[config.mk]
export PLATFORM = sky130hd
export DESIGN_NAME = multicycle_control
export DESIGN_NICKNAME = d
export VERILOG_FILES = /design/src/rtl/multicycle_control.sv
export SDC_FILE = /design/constraint.sdc
export NUM_CORES = 1
export LEC_CHECK = 0
export BUFFER_PORTS_ARGS = -buffer_cell sky130_fd_sc_hd__buf_2
export CAP_MARGIN = 20
export CORE_ASPECT_RATIO = 1.2
export CORE_MARGIN = 10
export CORE_UTILIZATION = 46
export CTS_CLUSTER_DIAMETER = 80
export DETAILED_ROUTE_END_ITERATION = 6
export GPL_TIMING_DRIVEN = 0
export MAX_ROUTING_LAYER = met4
export PLACE_DENSITY = 0.75
export SLEW_MARGIN = 15
export SYNTH_ARGS = -nofsm -noshare
export SYNTH_HDL_FRONTEND = slang
export SYNTH_SLANG_ARGS = --single-unit
[constraint.sdc]
create_clock -name clk -period 1.5 [get_ports clk]
set_input_delay 0.075 -clock clk [delete_from_list [all_inputs] [get_ports clk]]
set_output_delay 0.075 -clock clk [all_outputs]
set_load 0.05 [all_outputs]
[src/rtl/multicycle_control.sv]
// Multicycle MIPS main control FSM: sequences fetch/decode/execute/memory/
// writeback, drives datapath selects and ALUOp, stalls on mem_ready and
// counts retired instructions.
module multicycle_control #(
  parameter int CNT_W = 32
) (
  input  logic             clk,
  input  logic             reset,
  input  logic [5:0]       Op,
  input  logic             Zero,
  input  logic             mem_ready,
  output logic             PCWrite,
  output logic             PCWriteCond,
  output logic             IorD,
  output logic             MemRead,
  output logic             MemWrite,
  output logic             MemtoReg,
  output logic             IRWrite,
  output logic             ALUSrcA,
  output logic             RegWrite,
  output logic             RegDst,
  output logic [1:0]       PCSource,
  output logic [1:0]       ALUSrcB,
  output logic [1:0]       ALUOp,
  output logic [3:0]       state,
  output logic             illegal_op,
  output logic [CNT_W-1:0] instr_count
);

  localparam logic [5:0] OP_R    = 6'b000000;
  localparam logic [5:0] OP_LW   = 6'b100011;
  localparam logic [5:0] OP_SW   = 6'b101011;
  localparam logic [5:0] OP_BEQ  = 6'b000100;
  localparam logic [5:0] OP_J    = 6'b000010;
  localparam logic [5:0] OP_ADDI = 6'b001000;

  localparam logic [CNT_W-1:0] CNT_ONE = {{(CNT_W-1){1'b0}}, 1'b1};

  typedef enum logic [3:0] {
    S_FETCH  = 4'd0,
    S_DECODE = 4'd1,
    S_MEMADR = 4'd2,
    S_MEMRD  = 4'd3,
    S_MEMWB  = 4'd4,
    S_MEMWR  = 4'd5,
    S_EXEC   = 4'd6,
    S_ALUWB  = 4'd7,
    S_BRANCH = 4'd8,
    S_JUMP   = 4'd9,
    S_ADDIEX = 4'd10,
    S_ADDIWB = 4'd11
  } state_t;

  state_t state_q;
  state_t state_d;
  logic   retire;

  // Zero is consumed by the datapath (ANDed with PCWriteCond), not here.
  logic unused_zero;
  assign unused_zero = Zero;

  assign state = state_q;

  // State register; reset returns to FETCH and abandons any instruction in flight.
  always_ff @(posedge clk or posedge reset) begin
    if (reset) state_q <= S_FETCH;
    else       state_q <= state_d;
  end

  // Retired-instruction counter, wrapping naturally at all-ones.
  always_ff @(posedge clk or posedge reset) begin
    if (reset)       instr_count <= '0;
    else if (retire) instr_count <= instr_count + CNT_ONE;
  end

  // Next-state and Moore control decode; every output is held low while reset is high.
  always_comb begin
    state_d     = S_FETCH;
    retire      = 1'b0;
    PCWrite     = 1'b0;
    PCWriteCond = 1'b0;
    IorD        = 1'b0;
    MemRead     = 1'b0;
    MemWrite    = 1'b0;
    MemtoReg    = 1'b0;
    IRWrite     = 1'b0;
    ALUSrcA     = 1'b0;
    RegWrite    = 1'b0;
    RegDst      = 1'b0;
    PCSource    = 2'b00;
    ALUSrcB     = 2'b00;
    ALUOp       = 2'b00;
    illegal_op  = 1'b0;

    case (state_q)
      S_FETCH: begin
        MemRead = 1'b1;
        ALUSrcB = 2'b01;
        IRWrite = mem_ready;
        PCWrite = mem_ready;
        state_d = mem_ready ? S_DECODE : S_FETCH;
      end
      S_DECODE: begin
        ALUSrcB = 2'b11;
        case (Op)
          OP_LW, OP_SW: state_d = S_MEMADR;
          OP_R:         state_d = S_EXEC;
          OP_BEQ:       state_d = S_BRANCH;
          OP_J:         state_d = S_JUMP;
          OP_ADDI:      state_d = S_ADDIEX;
          default: begin
            state_d    = S_FETCH;
            illegal_op = 1'b1;
          end
        endcase
      end
      S_MEMADR: begin
        ALUSrcA = 1'b1;
        ALUSrcB = 2'b10;
        state_d = (Op == OP_SW) ? S_MEMWR : S_MEMRD;
      end
      S_MEMRD: begin
        MemRead = 1'b1;
        IorD    = 1'b1;
        state_d = mem_ready ? S_MEMWB : S_MEMRD;
      end
      S_MEMWB: begin
        RegWrite = 1'b1;
        MemtoReg = 1'b1;
        retire   = 1'b1;
      end
      S_MEMWR: begin
        MemWrite = 1'b1;
        IorD     = 1'b1;
        retire   = mem_ready;
        state_d  = mem_ready ? S_FETCH : S_MEMWR;
      end
      S_EXEC: begin
        ALUSrcA = 1'b1;
        ALUOp   = 2'b10;
        state_d = S_ALUWB;
      end
      S_ALUWB: begin
        RegWrite = 1'b1;
        RegDst   = 1'b1;
        retire   = 1'b1;
      end
      S_BRANCH: begin
        ALUSrcA     = 1'b1;
        ALUOp       = 2'b01;
        PCWriteCond = 1'b1;
        PCSource    = 2'b01;
        retire      = 1'b1;
      end
      S_JUMP: begin
        PCWrite  = 1'b1;
        PCSource = 2'b10;
        retire   = 1'b1;
      end
      S_ADDIEX: begin
        ALUSrcA = 1'b1;
        ALUSrcB = 2'b10;
        state_d = S_ADDIWB;
      end
      S_ADDIWB: begin
        RegWrite = 1'b1;
        retire   = 1'b1;
      end
      default: begin
        state_d = S_FETCH;
      end
    endcase

    if (reset) begin
      retire      = 1'b0;
      PCWrite     = 1'b0;
      PCWriteCond = 1'b0;
      IorD        = 1'b0;
      MemRead     = 1'b0;
      MemWrite    = 1'b0;
      MemtoReg    = 1'b0;
      IRWrite     = 1'b0;
      ALUSrcA     = 1'b0;
      RegWrite    = 1'b0;
      RegDst      = 1'b0;
      PCSource    = 2'b00;
      ALUSrcB     = 2'b00;
      ALUOp       = 2'b00;
      illegal_op  = 1'b0;
    end
  end

endmodule

### Word level (Yosys, flattened, before mapping)

Cells that the tools add are included.

| word-level totals | value |
|---|---|
| bits in registers | 36 |

| cells by class | value |
|---|---|
| $add $sub $neg | 1 |
| equal/unequal tests | 16 |
| muxes and demuxes | 37 |
| reductions and logical operators | 10 |

Operator list:

| operator | count |
|---|---|
| $add A32 B1 Y32 const B | 1 |
| $pmux W4 S7 | 1 |
| $mux W1 | 24 |
| $pmux W4 S5 | 1 |
| $eq A4 B3 Y1 const B | 4 |
| $eq A4 B4 Y1 const B | 4 |
| $eq A6 B6 Y1 const B | 2 |
| $mux W3 | 3 |
| $eq A4 B2 Y1 const B | 2 |
| $pmux W2 S2 | 2 |
| $reduce_or A2 Y1 | 4 |
| $eq A6 B2 Y1 const B | 1 |
| $eq A6 B3 Y1 const B | 1 |
| $eq A6 B4 Y1 const B | 1 |
| $logic_not A6 Y1 | 1 |
| $mux W2 | 3 |
| $pmux W2 S3 | 1 |
| $reduce_or A6 Y1 | 1 |
| $reduce_or A5 Y1 | 1 |
| $eq A4 B1 Y1 const B | 1 |
| $logic_not A4 Y1 | 1 |
| $pmux W1 S2 | 2 |
| $reduce_or A4 Y1 | 1 |
| $reduce_or A3 Y1 | 1 |

### Depth between registers and ports, before layout

Gate-level depths: netlist of the first run.

| logic depth | value |
|---|---|
| depth in word-level cells | 5 |
| gate-level depth with buffers | 6 |

### Least setup slack after synthesis of the first run

Ideal clock, no wire load.

| path | value |
|---|---|
| kind | register to output |
| start point | register state_q[2] (netlist: state[2]) |
| end point | output port ALUSrcB[0] |
| data arrival time | 2583 ps |
| required time | 1425 ps |
| slack | -1158 ps |
| stages on the path, launching flop included | 4 |
| buffers on the path | 2 |
| cell sequence | dfrtp_1 > buf_2 > buf_1 > nor4_1 |

| between the ends | value |
|---|---|
| longest elaborated chain between the ends | 4 |

Ends and longest elaborated chain:

| element | RTL line | text |
|---|---|---|
| start: declaration | 54 | `state_t state_q;` |
| start signal: assignment | 67 | `else state_q <= state_d;` |
| $eq A4 B4 Y1 or $eq A4 B2 Y1 (tied branches) | 95 | `case (state_q)` |
| $reduce_or A2 Y1 (no line) | - |  |
| $pmux W2 S3 (*) | 95 |  |
| $mux W2 (*) | 174 | `if (reset) begin` |
| end: declaration | 23 | `output logic [1:0] ALUSrcB,` |

Mark *: on every way between the ends. The rest lies on a longest branch, timed or not.

### Final worst setup path of the first run

| path | value |
|---|---|
| start point | register state_q[3] (netlist: state[3]) |
| end point | output port RegWrite |

| between the ends | value |
|---|---|
| longest elaborated chain between the ends | 4 |

Ends and longest elaborated chain:

| element | RTL line | text |
|---|---|---|
| $eq A4 B4 Y1 or $eq A4 B3 Y1 (tied branches) | 95 |  |
| $reduce_or A3 Y1 (no line) (*) | - |  |
| $mux W1 (*) | 95 |  |
| $mux W1 (*) | 174 |  |
| end: declaration | 20 | `output logic RegWrite,` |

Marks and branches as above.

==> summary.md, run 1 <==
| Metric | Value |
|---|---|
| Total GRT Usage | between 10% and 20% |
| Largest family of logic cells by synthesized area | simple AND/OR/NAND/NOR gates |
| WL final | ~7.4 mm |
| Synth area leaders | dfrtp_1 44%, xor2_1 7.8%, xnor2_1 6.9% |
| Post-synthesis compound-gate area fraction | between 5 and 6% |
| Area leader, netlist | dfrtp_1 |
| GR Layer Usage met1 | 19.9% |
| Via count | ~2,100 |
| Drt first pass iters | 4 |
| Area Growth Syn to Fin | 76.6% |
| Synth top cells by count | 36 x dfrtp_1, 28 x nor2_1, 19 x nor3_1, 18 x xor2_1, 16 x xnor2_1 |
| ANT cells | 0 |
| Total CTS buffers | 5 |
| Clock Sink Count | 36 |
| GP Congestion | between 0.9 and 1 |
| Final worst setup slack | -0.221 ns |
| Failing checks | negative setup slack |
| Number of routed nets with antenna violations | 0 |
| Vias in the first global route | just over 2,000 |
| Final Skew | approximately 0.0077 ns |
| Clock Tree Buf Depth | 2 |
| Ys Warns | 0 |
| Clock transition at path regs | 0.08 ns |
| Crit Path Max Fanout | 7 |
| Number of max-cap violations | 0 |
| Top FF cell, synth | dfrtp_1 |
| Worst setup path class | flip-flop to output pin |
| Dpl cells | ~340 |
| Nets | roughly 330 |
| HPWL Detailed | between 4 and 5 mm |
| Critical Path End Type | output pin |
| Synth Area in Simple Gates | 30.2% |
| Post-synth EDFFs | 0 |
| Ys async rst share | 100% |
| Die width | 80.6 µm |
| Post-synthesis mux area share | under 10% |
| Netlist cell types | just over 40 |
| Htree depth | 2 |
| CTS Hold Bufs | 0 |
| Final Non-Filler Cells | 380 |
| PwrDens | 1250 mW/mm² |
| Placed Area | ~0.0027 mm² |
| Register area share after synthesis | around 44% |
| Layout Utilization | 83.9% |
| Fin. Hold Viols | 0 |
| Die H | around 93 µm |
| Footprint of the multi-input gates | 0.00152 mm² |
| Unrepaired setup endpoints after global routing | yes |
| Drt initial violations | between 100 and 150 |
| Post-route DRC | 0 |
| Post-synthesis xor/xnor area fraction | between 10% and 20% |
| Worst hold slack | around 0.26 ns |
| Count leader, synth | dfrtp_1 |
| WL per Instance | approximately 19 µm |
| IO Pins | 63 |
| Post-Syn Area per Cell | 9.21 µm² |
| Slew @ Worst Pin | between 0.7 and 0.8 ns |
| FF/Latch Area | around 940 µm² |
| Leak | about 0.0017 µW |
| CTS tree | yes |
| Slew headroom | just under 50% |
| Post-synthesis cell area | slightly above 0.002 mm² |
| FMAX | 581 MHz |
| Number of endpoints failing setup at the final stage | 46 |
| WP data arrival | roughly 1.7 ns |
| GRT Residual Overflow | 0 |
| Adder-Cell Fraction of Synth Area | less than 1% |
| Final Cell Area | ~0.0036 mm² |
| Share of layout cells above drive strength 1 | roughly two thirds |
| Share of the synthesized area in the top cell type | between 40% and 50% |
| Syn_nets | 231 |
| Initial cell density of the core | 47.5% |
| Worst Hold Class | primary input to async pin |
| Post-synthesis instance total | 220 |
| Met3 GRT Util | about 3.6% |
| Final Critical Period | between 1.5 and 2 ns |
| Row count | 26 |
| Clock Latency Late Sink | about 0.3 ns |
| Met2 Track Usage GR | approximately 28% |
| Core Area | about 0.0043 mm² |
| Data required, critical path | 1.42 ns |
| Status | finished, violations left |
| #FFs+latches synth | 36 |
| R2R Setup Slk | -0.18 ns |
| Fill cell count | about 240 |
| Root buffer cell | clkbuf_8 |
| Top Usage Layer GRT | met2 |
| Final Power | roughly 4500 µW |
| Largest net degree at the start of global routing | 37 |
| Peak VDD IR | ~1.2 mV |
| Initial antenna violation count | 0 |
| First-pass GRT wire length | between 10 and 15 mm |
| Final period util | 115% |
| Final max-slew violation count | 0 |
| IO Port Bufs | 60 |
| Die area | between 0.007 and 0.008 mm² |
| Via density | 5.53 |
| Critical Path Start Type | flip-flop |
through the flow:
stage               setup slack, ns  setup TNS [ns]
floorplan                    -0.216           -4.44
global placement             -0.378          -16.87
detailed placement           -0.254           -4.61
CTS                          -0.176           -2.82
global route                 -0.260           -7.15
finish                       -0.221           -4.41
kinds of logic after synthesis:
logic type | count (synthesis)
AOI/OAI and AO/OA | 17
DFF | 36
muxes | 2
adders and majority gates | 1
xor gates and xnor gates | 34
and+or+nand+nor | 113
buffers and inverters | 17
layout make-up:
| type | instances | share of cell area (%) |
|---|---|---|
| buffer | 7 | 3.39 |
| clock buffer | 6 | 2.31 |
| clock inverter | 2 | 0.280 |
| inverter | 9 | 0.944 |
| multi-input combinational | 167 | 42.5 |
| sequential | 36 | 26.2 |
| tap | 56 | 1.96 |
| timing repair buffer | 97 | 22.5 |
flip-flops by register name, indices dropped and copies added, names as in the netlist:
register and cells:
state 4, instr_count 32
placed cells by master (no fill, tap or decap), drive strengths merged, types with 2 or more instances in the layout:
cell type    n
buf        101
dfrtp       36
nor2        28
nor3        19
xor2        18
xnor2       16
nand2       15
nand4       11
nand3       11
inv          9
clkbuf       9
nor2b        5
o21ai        5
nor4         4
a21oi        4
and3         4
nand2b       3
and2         3
or3          2
or2          2
and4         2
clkinv       2
mux2         2
o22ai        2
power by group:
part | leakage (µW) | total [µW] | internal, µW | switching [µW]
Sequential | 0.000426 | 1190 | 1050 | 138
Combinational | 0.00120 | 2570 | 1150 | 1420
Clock | 0.0000510 | 725 | 367 | 358
final timing paths:
kind,cells after the start,end,from
worst max-delay path,6,RegWrite,state[3]
worst min-delay path,2,instr_count[0],reset
worst max register to register,6,instr_count[22],state[1]
worst min register to register,1,instr_count[31],instr_count[31]
max in group asynchronous,2,state[2],reset
min in group clk,4,state[2],mem_ready
worst max-delay path, stage by stage, from the launching register on:
cell and delay [ns]:
dfrtp_2 0.50, clkbuf_16 0.21, xnor2_4 0.16, nor2_2 0.05, a31oi_1 0.18, nor2_2 0.07
buf_6 0.17
routing by layer:
layer,part of all wire (%),wire (µm)
met5,0,0
met4,2.7,201
met3,6.6,483
met2,51,3760
met1,39,2900
what timing repair did:
| item | CTS | global route |
|---|---|---|
| gates cloned | 1 | 0 |
| pin swaps | 23 | 25 |
| endpoints found under the setup margin | 44 | 46 |
| resized for setup | 75 | 49 |
| setup buffers | 23 | 13 |
(Power assumes the default switching activity.)
==> inputs of run 2 (changes only) <==
CELL_PAD_IN_SITES_DETAIL_PLACEMENT = 0   (was unset)
CELL_PAD_IN_SITES_GLOBAL_PLACEMENT = 1   (was unset)
CORE_UTILIZATION = 34   (was 46)
GPL_TIMING_DRIVEN = unset   (was 0)
==> run 2 against run 1 <==
The flow still finishes with violations (negative setup slack). Critical path type is now flip-flop to flip-flop. First-iteration DRC count down 85%. Highest routed layer unchanged. Register-to-register slack better by 0.06 ns. Critical endpoint is now instr_count[9]. Total power decreased by 7.2%. Non-clock buffer count increased by 23. Utilization shrank 20 points. Design area increased by 2.6%. Routed wire length is 14% lower.
==> summary.md, run 2 (synthesized netlist as in run 1, its figures left out) <==
| Metric | Value |
|---|---|
| Unrepaired setup endpoints after global routing | yes (unchanged) |
| Worst path cell trace | buf_4 -> nand2b_4 -> o21a_4 -> and3b_2 -> and4_1 -> xor2_1 (was clkbuf_16 -> xnor2_4 -> nor2_2 -> a31oi_1 -> nor2_2 -> buf_6) |
| Core Area | 0.00571 mm² (was 0.00426 mm²) |
| Htree depth | 2 (unchanged) |
| Fill cell count | 462 (was 236) |
| GRT Residual Overflow | 0 (unchanged) |
| First-pass GRT wire length | 10.4 mm (was 10.1 mm) |
| CP peak stage delay | 0.47 ns (was 0.50 ns) |
| Slew @ Worst Pin | 0.467 ns (was 0.774 ns) |
| Largest net degree at the start of global routing | 24 (was 37) |
| Die H | 105 µm (was 92.7 µm) |
| Critical Path End Type | flip-flop (was output pin) |
| Final worst setup slack | -0.118 ns (was -0.221 ns) |
| Most flop-heavy register | instr_count (unchanged) |
| Final period util | 108% (was 115%) |
| Initial antenna violation count | 0 (unchanged) |
| Via count | 2,083 (was 2,100) |
| CTS tree | yes (unchanged) |
| Fin. Hold Viols | 0 (unchanged) |
| Die area | 0.00946 mm² (was 0.00747 mm²) |
| Number of routed nets with antenna violations | 0 (unchanged) |
| Failing checks | negative setup slack (unchanged) |
| Via density | 4.88 (was 5.53) |
| CTS Hold Bufs | 0 (unchanged) |
| Area Growth Syn to Fin | 81.2% (was 76.6%) |
| GP Congestion | 0.861 (was 0.908) |
| Most frequent cells in the layout | 52 x buf_4, 44 x buf_2, 28 x dfrtp_2 (was 43 x buf_2, 28 x dfrtp_2, 26 x buf_4) |
| Clock transition at path regs | 0.07 ns (was 0.08 ns) |
| Worst Hold Class | primary input to async pin (unchanged) |
| WL per Instance | 14.7 µm (was 19.3 µm) |
| Final Power | 4160 µW (was 4490 µW) |
| Drt first pass iters | 4 (unchanged) |
| Final Critical Period | 1.62 ns (was 1.72 ns) |
| Data required, critical path | 1.67 ns (was 1.42 ns) |
| Die width | 90.5 µm (was 80.6 µm) |
| Worst setup path class | flip-flop to flip-flop (was flip-flop to output pin) |
| FMAX | 618 MHz (was 581 MHz) |
| Clock Sink Count | 36 (unchanged) |
| Final Skew | 0.00643 ns (was 0.00770 ns) |
| Nets | 357 (was 334) |
| WL final | 6.29 mm (was 7.35 mm) |
| Row count | 30 (was 26) |
| Total GRT Usage | 13.3% (was 17.3%) |
| PwrDens | 1130 mW/mm² (was 1250 mW/mm²) |
| Drt initial violations | 21 (was 141) |
| Leak | 0.00176 µW (was 0.00168 µW) |
| Crit Path Max Fanout | 6 (was 7) |
| Number of max-cap violations | 0 (unchanged) |
| Vias in the first global route | 2,229 (was 2,078) |
| Peak VDD IR | 1.72 mV (was 1.20 mV) |
| HPWL Detailed | 4.49 mm (was 4.00 mm) |
| IO Port Bufs | 61 (was 60) |
| Layout Utilization | 64.3% (was 83.9%) |
| Clock Tree Buf Depth | 2 (unchanged) |
| CP max-delay cell | dfrtp_2 (unchanged) |
| Root buffer cell | clkbuf_8 (unchanged) |
| Total CTS buffers | 5 (unchanged) |
| Final max-slew violation count | 0 (unchanged) |
| Clock Latency Late Sink | 0.28 ns (was 0.30 ns) |
| Critical Path Start Type | flip-flop (unchanged) |
| Most common cell after layout, fill and taps aside | buf_4 (was buf_2) |
| WP data arrival | 1.79 ns (was 1.65 ns) |
| ANT cells | 0 (unchanged) |
| Share of layout cells above drive strength 1 | 66.3% (was 67.3%) |
| Initial cell density of the core | 35.5% (was 47.5%) |
| Post-route DRC | 0 (unchanged) |
| Number of endpoints failing setup at the final stage | 31 (was 46) |
| IO Pins | 63 (unchanged) |
| Slew headroom | 68.9% (was 48.3%) |
| Status | finished, violations left (unchanged) |
| Flip-flop count of the largest register after layout | 32 (unchanged) |
==> run 2: changes by cell type in the layout (fill, tap and decap cells not counted), moves of 3 or more <==
cell / previous run / this run
nand2_2: 5 / 2
buf_12: 7 / 3
buf_8: 10 / 6
nand3_2: 5 / 2
buf_4: 26 / 52
buf_6: 15 / 21
==> run 2: per-stage QoR <==
| step | area (µm²) | instances | worst slack, ns | TNS (ns) | hold slack (ns) |
|---|---|---|---|---|---|
| 2_1_floorplan | 2280 | 220 | -0.216 | -4.44 | 0.378 |
| 3_3_place_gp | 2990 | 402 | -0.0684 | -0.320 | 0.271 |
| 3_5_place_dp | 2990 | 402 | -0.135 | -1.13 | 0.287 |
| 4_1_cts | 3380 | 416 | -0.0961 | -1.47 | 0.0209 |
| 5_1_grt | 3670 | 427 | -0.183 | -4.68 | 0.0531 |
| 6_report | 3670 | 427 | -0.118 | -1.47 | 0.0406 |
==> run 2: per-layer routing <==
| metal | global-route usage, % | part of all wire (%) |
|---|---|---|
| met5 | - | 0 |
| met4 | 4.33 | 2.5 |
| met3 | 3.15 | 4.9 |
| met2 | 23.3 | 53 |
| met1 | 14.4 | 39 |
==> run 2: final timing paths <==
check | startpoint | end | slack, ns | cells past startpoint
worst max-delay path | state[2] | instr_count[9] | -0.12 | 6
worst min-delay path | reset | instr_count[1] | 0.04 | 3
worst max register to register | state[2] | instr_count[9] | -0.12 | 6
worst min register to register | instr_count[31] | instr_count[31] | 0.46 | 1
max in group asynchronous | reset | instr_count[14] | 1.15 | 3
min in group clk | mem_ready | state[0] | 0.26 | 4
==> run 2: area by class of cell <==
cell class                      instances  area [µm²]  area share, %
Tap cell                               80         100           2.73
Clock inverter                          1        5.00          0.136
Multi-Input combinational cell        167        1500           40.8
Sequential cell                        36         936           25.5
Clock buffer                            7        76.3           2.08
Timing Repair Buffer                  127        1020           27.8
Inverter                                9        33.8          0.920
==> run 2: repair_timing <==
item | 4_1_cts | 5_1_grt
setup endpoints to repair | 39 | 48
hold endpoints to repair | 0 | 0
gates cloned | 0 | 1
resized for setup | 74 | 44
pin swaps | 10 | 24
buffers inserted | 6 | 10
==> run 2: where the power goes <==
part	switching, µW	leakage, µW	internal [µW]
combinational	1330	0.00129	1030
clock	326	0.0000422	326
sequential	97.1	0.000426	1050
total	1750	0.00176	2410
==> run 2: worst max-delay path, delay by kind of cell (launching register included) <==
family                 cells  cell delay, ns
AO/OA/AOI/OAI              1            0.23
XOR/XNOR                   1            0.14
buffers and inverters      1            0.16
flip-flops                 1            0.47
AND/OR/NAND/NOR            3            0.51
==> inputs of run 3 (changes only) <==
CELL_PAD_IN_SITES_DETAIL_PLACEMENT = 1   (was 0)
==> run 3 against run 2 <==
The flow still finishes with violations (negative setup slack). Clock-buffer cell count unchanged. First-iteration DRC count increased to 3.4 times the previous value. Die area unchanged. Critical path depth unchanged. Combinational power increased by 14%. Design area increased by 0.85%. Routed wire length increased by 53%. Utilization increased by 0.55 points. Worst hold slack improved by 0.018 ns. Register-to-register slack got worse by 0.28 ns. Sequential cell count unchanged. Fmax decreased by 15%. Largest cell class unchanged.
==> summary.md, run 3 (synthesized netlist as in run 1, its figures left out) <==
| Metric | Value |
|---|---|
| Die H | 105 µm (unchanged) |
| Cell family with most CP delay | compound AO/OA/AOI/OAI gates (was simple AND/OR/NAND/NOR gates) |
| Critical Path Start Type | flip-flop (unchanged) |
| Crit Path Max Fanout | 7 (was 6) |
| Flip-flop count of the largest register after layout | 32 (unchanged) |
| Total GRT Usage | 15.7% (was 13.3%) |
| Unrepaired setup endpoints after global routing | yes (unchanged) |
| CP Buf/Inv Count | 3 (was 1) |
| WL final | 9.62 mm (was 6.29 mm) |
| Core Area | 0.00571 mm² (unchanged) |
| CP max-delay cell | dfrtp_2 (unchanged) |
| GRT Residual Overflow | 0 (unchanged) |
| FMAX | 528 MHz (was 618 MHz) |
| Status | finished, violations left (unchanged) |
| Initial cell density of the core | 35.5% (unchanged) |
| Clock Sink Count | 36 (unchanged) |
| IO Port Bufs | 61 (unchanged) |
| Initial antenna violation count | 0 (unchanged) |
| Fin. Hold Viols | 0 (unchanged) |
| Drt first pass iters | 4 (unchanged) |
| Final period util | 126% (was 108%) |
| Critical Path End Type | flip-flop (unchanged) |
| Final worst setup slack | -0.395 ns (was -0.118 ns) |
| Final Cell Area | 0.00370 mm² (was 0.00367 mm²) |
| Worst hold slack | 0.0586 ns (was 0.0406 ns) |
| Final Skew | 0.00836 ns (was 0.00643 ns) |
| Die area | 0.00946 mm² (unchanged) |
| CTS Hold Bufs | 0 (unchanged) |
| GP Congestion | 0.861 (unchanged) |
| Worst path cell trace | buf_6 -> buf_6 -> buf_4 -> o21ai_0 -> a211oi_1 -> o22ai_2 (was buf_4 -> nand2b_4 -> o21a_4 -> and3b_2 -> and4_1 -> xor2_1) |
| Post-route DRC | 0 (unchanged) |
| Htree depth | 2 (unchanged) |
| Failing checks | negative setup slack (unchanged) |
| Largest net degree at the start of global routing | 24 (unchanged) |
| ANT cells | 0 (unchanged) |
| Via count | 2,289 (was 2,083) |
| Share of layout cells above drive strength 1 | 67.1% (was 66.3%) |
| Number of max-cap violations | 0 (unchanged) |
| Root buffer cell | clkbuf_8 (unchanged) |
| Final max-slew violation count | 0 (unchanged) |
| Setup WS pre-CTS | -0.129 ns (was -0.135 ns) |
| Nets | 360 (was 357) |
| PwrDens | 1230 mW/mm² (was 1130 mW/mm²) |
| Worst Hold Class | primary input to async pin (unchanged) |
| Worst setup path class | flip-flop to flip-flop (unchanged) |
| Data required, critical path | 1.65 ns (was 1.67 ns) |
| Footprint of the multi-input gates | 0.00150 mm² (about the same) |
| WP data arrival | 2.04 ns (was 1.79 ns) |
| Final Critical Period | 1.89 ns (was 1.62 ns) |
| Clock Latency Late Sink | 0.29 ns (was 0.28 ns) |
| Number of endpoints failing setup at the final stage | 48 (was 31) |
| FF/Latch Area | 936 µm² (unchanged) |
| Slew headroom | 68.1% (was 68.9%) |
| Clock Tree Buf Depth | 2 (unchanged) |
| Leak | 0.00177 µW (was 0.00176 µW) |
| Most flop-heavy register | instr_count (unchanged) |
| Fill cell count | 624 (was 462) |
| Clock transition at path regs | 0.07 ns (about the same) |
| Area Growth Syn to Fin | 82.8% (was 81.2%) |
| Total CTS buffers | 5 (unchanged) |
| Die width | 90.5 µm (unchanged) |
| WL per Instance | 22.4 µm (was 14.7 µm) |
| Placed Area | 0.00299 mm² (unchanged) |
| CP peak stage delay | 0.54 ns (was 0.47 ns) |
| CTS tree | yes (unchanged) |
| HPWL Detailed | 5.11 mm (was 4.49 mm) |
| First-pass GRT wire length | 12.0 mm (was 10.4 mm) |
| Vias in the first global route | 2,364 (was 2,229) |
| Most frequent cells in the layout | 54 x buf_4, 43 x buf_2, 28 x dfrtp_2 (was 52 x buf_4, 44 x buf_2, 28 x dfrtp_2) |
| IO Pins | 63 (unchanged) |
| Most common cell after layout, fill and taps aside | buf_4 (unchanged) |
| Most used cell, CP | buf_6 |
| Row count | 30 (unchanged) |
| Via density | 5.32 (was 4.88) |
| Slew @ Worst Pin | 0.479 ns (was 0.467 ns) |
| Number of routed nets with antenna violations | 0 (unchanged) |
| Peak VDD IR | 0.922 mV (was 1.72 mV) |
| Drt initial violations | 72 (was 21) |
run 3: changes by cell type in the layout (fill, tap and decap cells not counted), sizes merged:
cell	change
buf	+3
run 3: path summary, 6_finish.rpt:
kind	startpoint	end	slack (ns)	cells after the start
max reg2reg	state[2]	state[0]	-0.39	6
min reg2reg	instr_count[31]	instr_count[31]	0.47	1
max	state[2]	state[0]	-0.39	6
min in group clk	mem_ready	state[2]	0.34	4
max in group asynchronous	reset	instr_count[15]	1.12	3
min	reset	state[0]	0.06	3
run 3: power breakdown:
| part | internal [µW] | switching (µW) |
|---|---|---|
| sequential | 1050 | 126 |
| combinational | 1110 | 1580 |
| clock | 326 | 355 |
run 3: routing by layer:
metal | wire length (µm) | up-vias | share of wire [%] | track usage, %
li1 | - | 1018 | - | -
met4 | 399 | 0 | 4.1 | 6.49
met1 | 3450 | 1160 | 36 | 16.8
met3 | 418 | 29 | 4.3 | 3.36
met5 | 0 | - | 0 | -
met2 | 5350 | 82 | 56 | 27.3
run 3: final cells by class:
type / instances / share of cell area (%)
well taps: 80 / 2.70
repair buffers: 130 / 28.3
inverters: 9 / 0.912
flip-flops and latches: 36 / 25.3
multi-input cells: 167 / 40.6
clock buffers: 7 / 2.06
clock inverters: 1 / 0.135
run 3: timing repair:
action / in CTS / in global routing
pin swaps: 8 / 18
buffers inserted: 12 / 9
gates resized for setup: 63 / 59
gates cloned: 0 / 0
setup endpoints to repair: 44 / 50
run 3: worst register-to-register path, stage by stage (launching register included):
cell,delay [ns]
dfrtp_2,0.54
buf_6,0.19
buf_6,0.12
buf_4,0.12
o21ai_0,0.16
a211oi_1,0.43
o22ai_2,0.17
run 3: metrics by stage:
step           instances  TNS [ns]  total power (µW)  utilization, %
2_1_floorplan        220     -4.44              2400               -
3_3_place_gp         402    -0.320              2890            52.4
3_5_place_dp         402     -1.11              2920            52.4
4_1_cts              422     -2.43              3980            59.4
5_1_grt              430     -9.19              4720            64.9
6_report             430     -5.71              4550            64.9
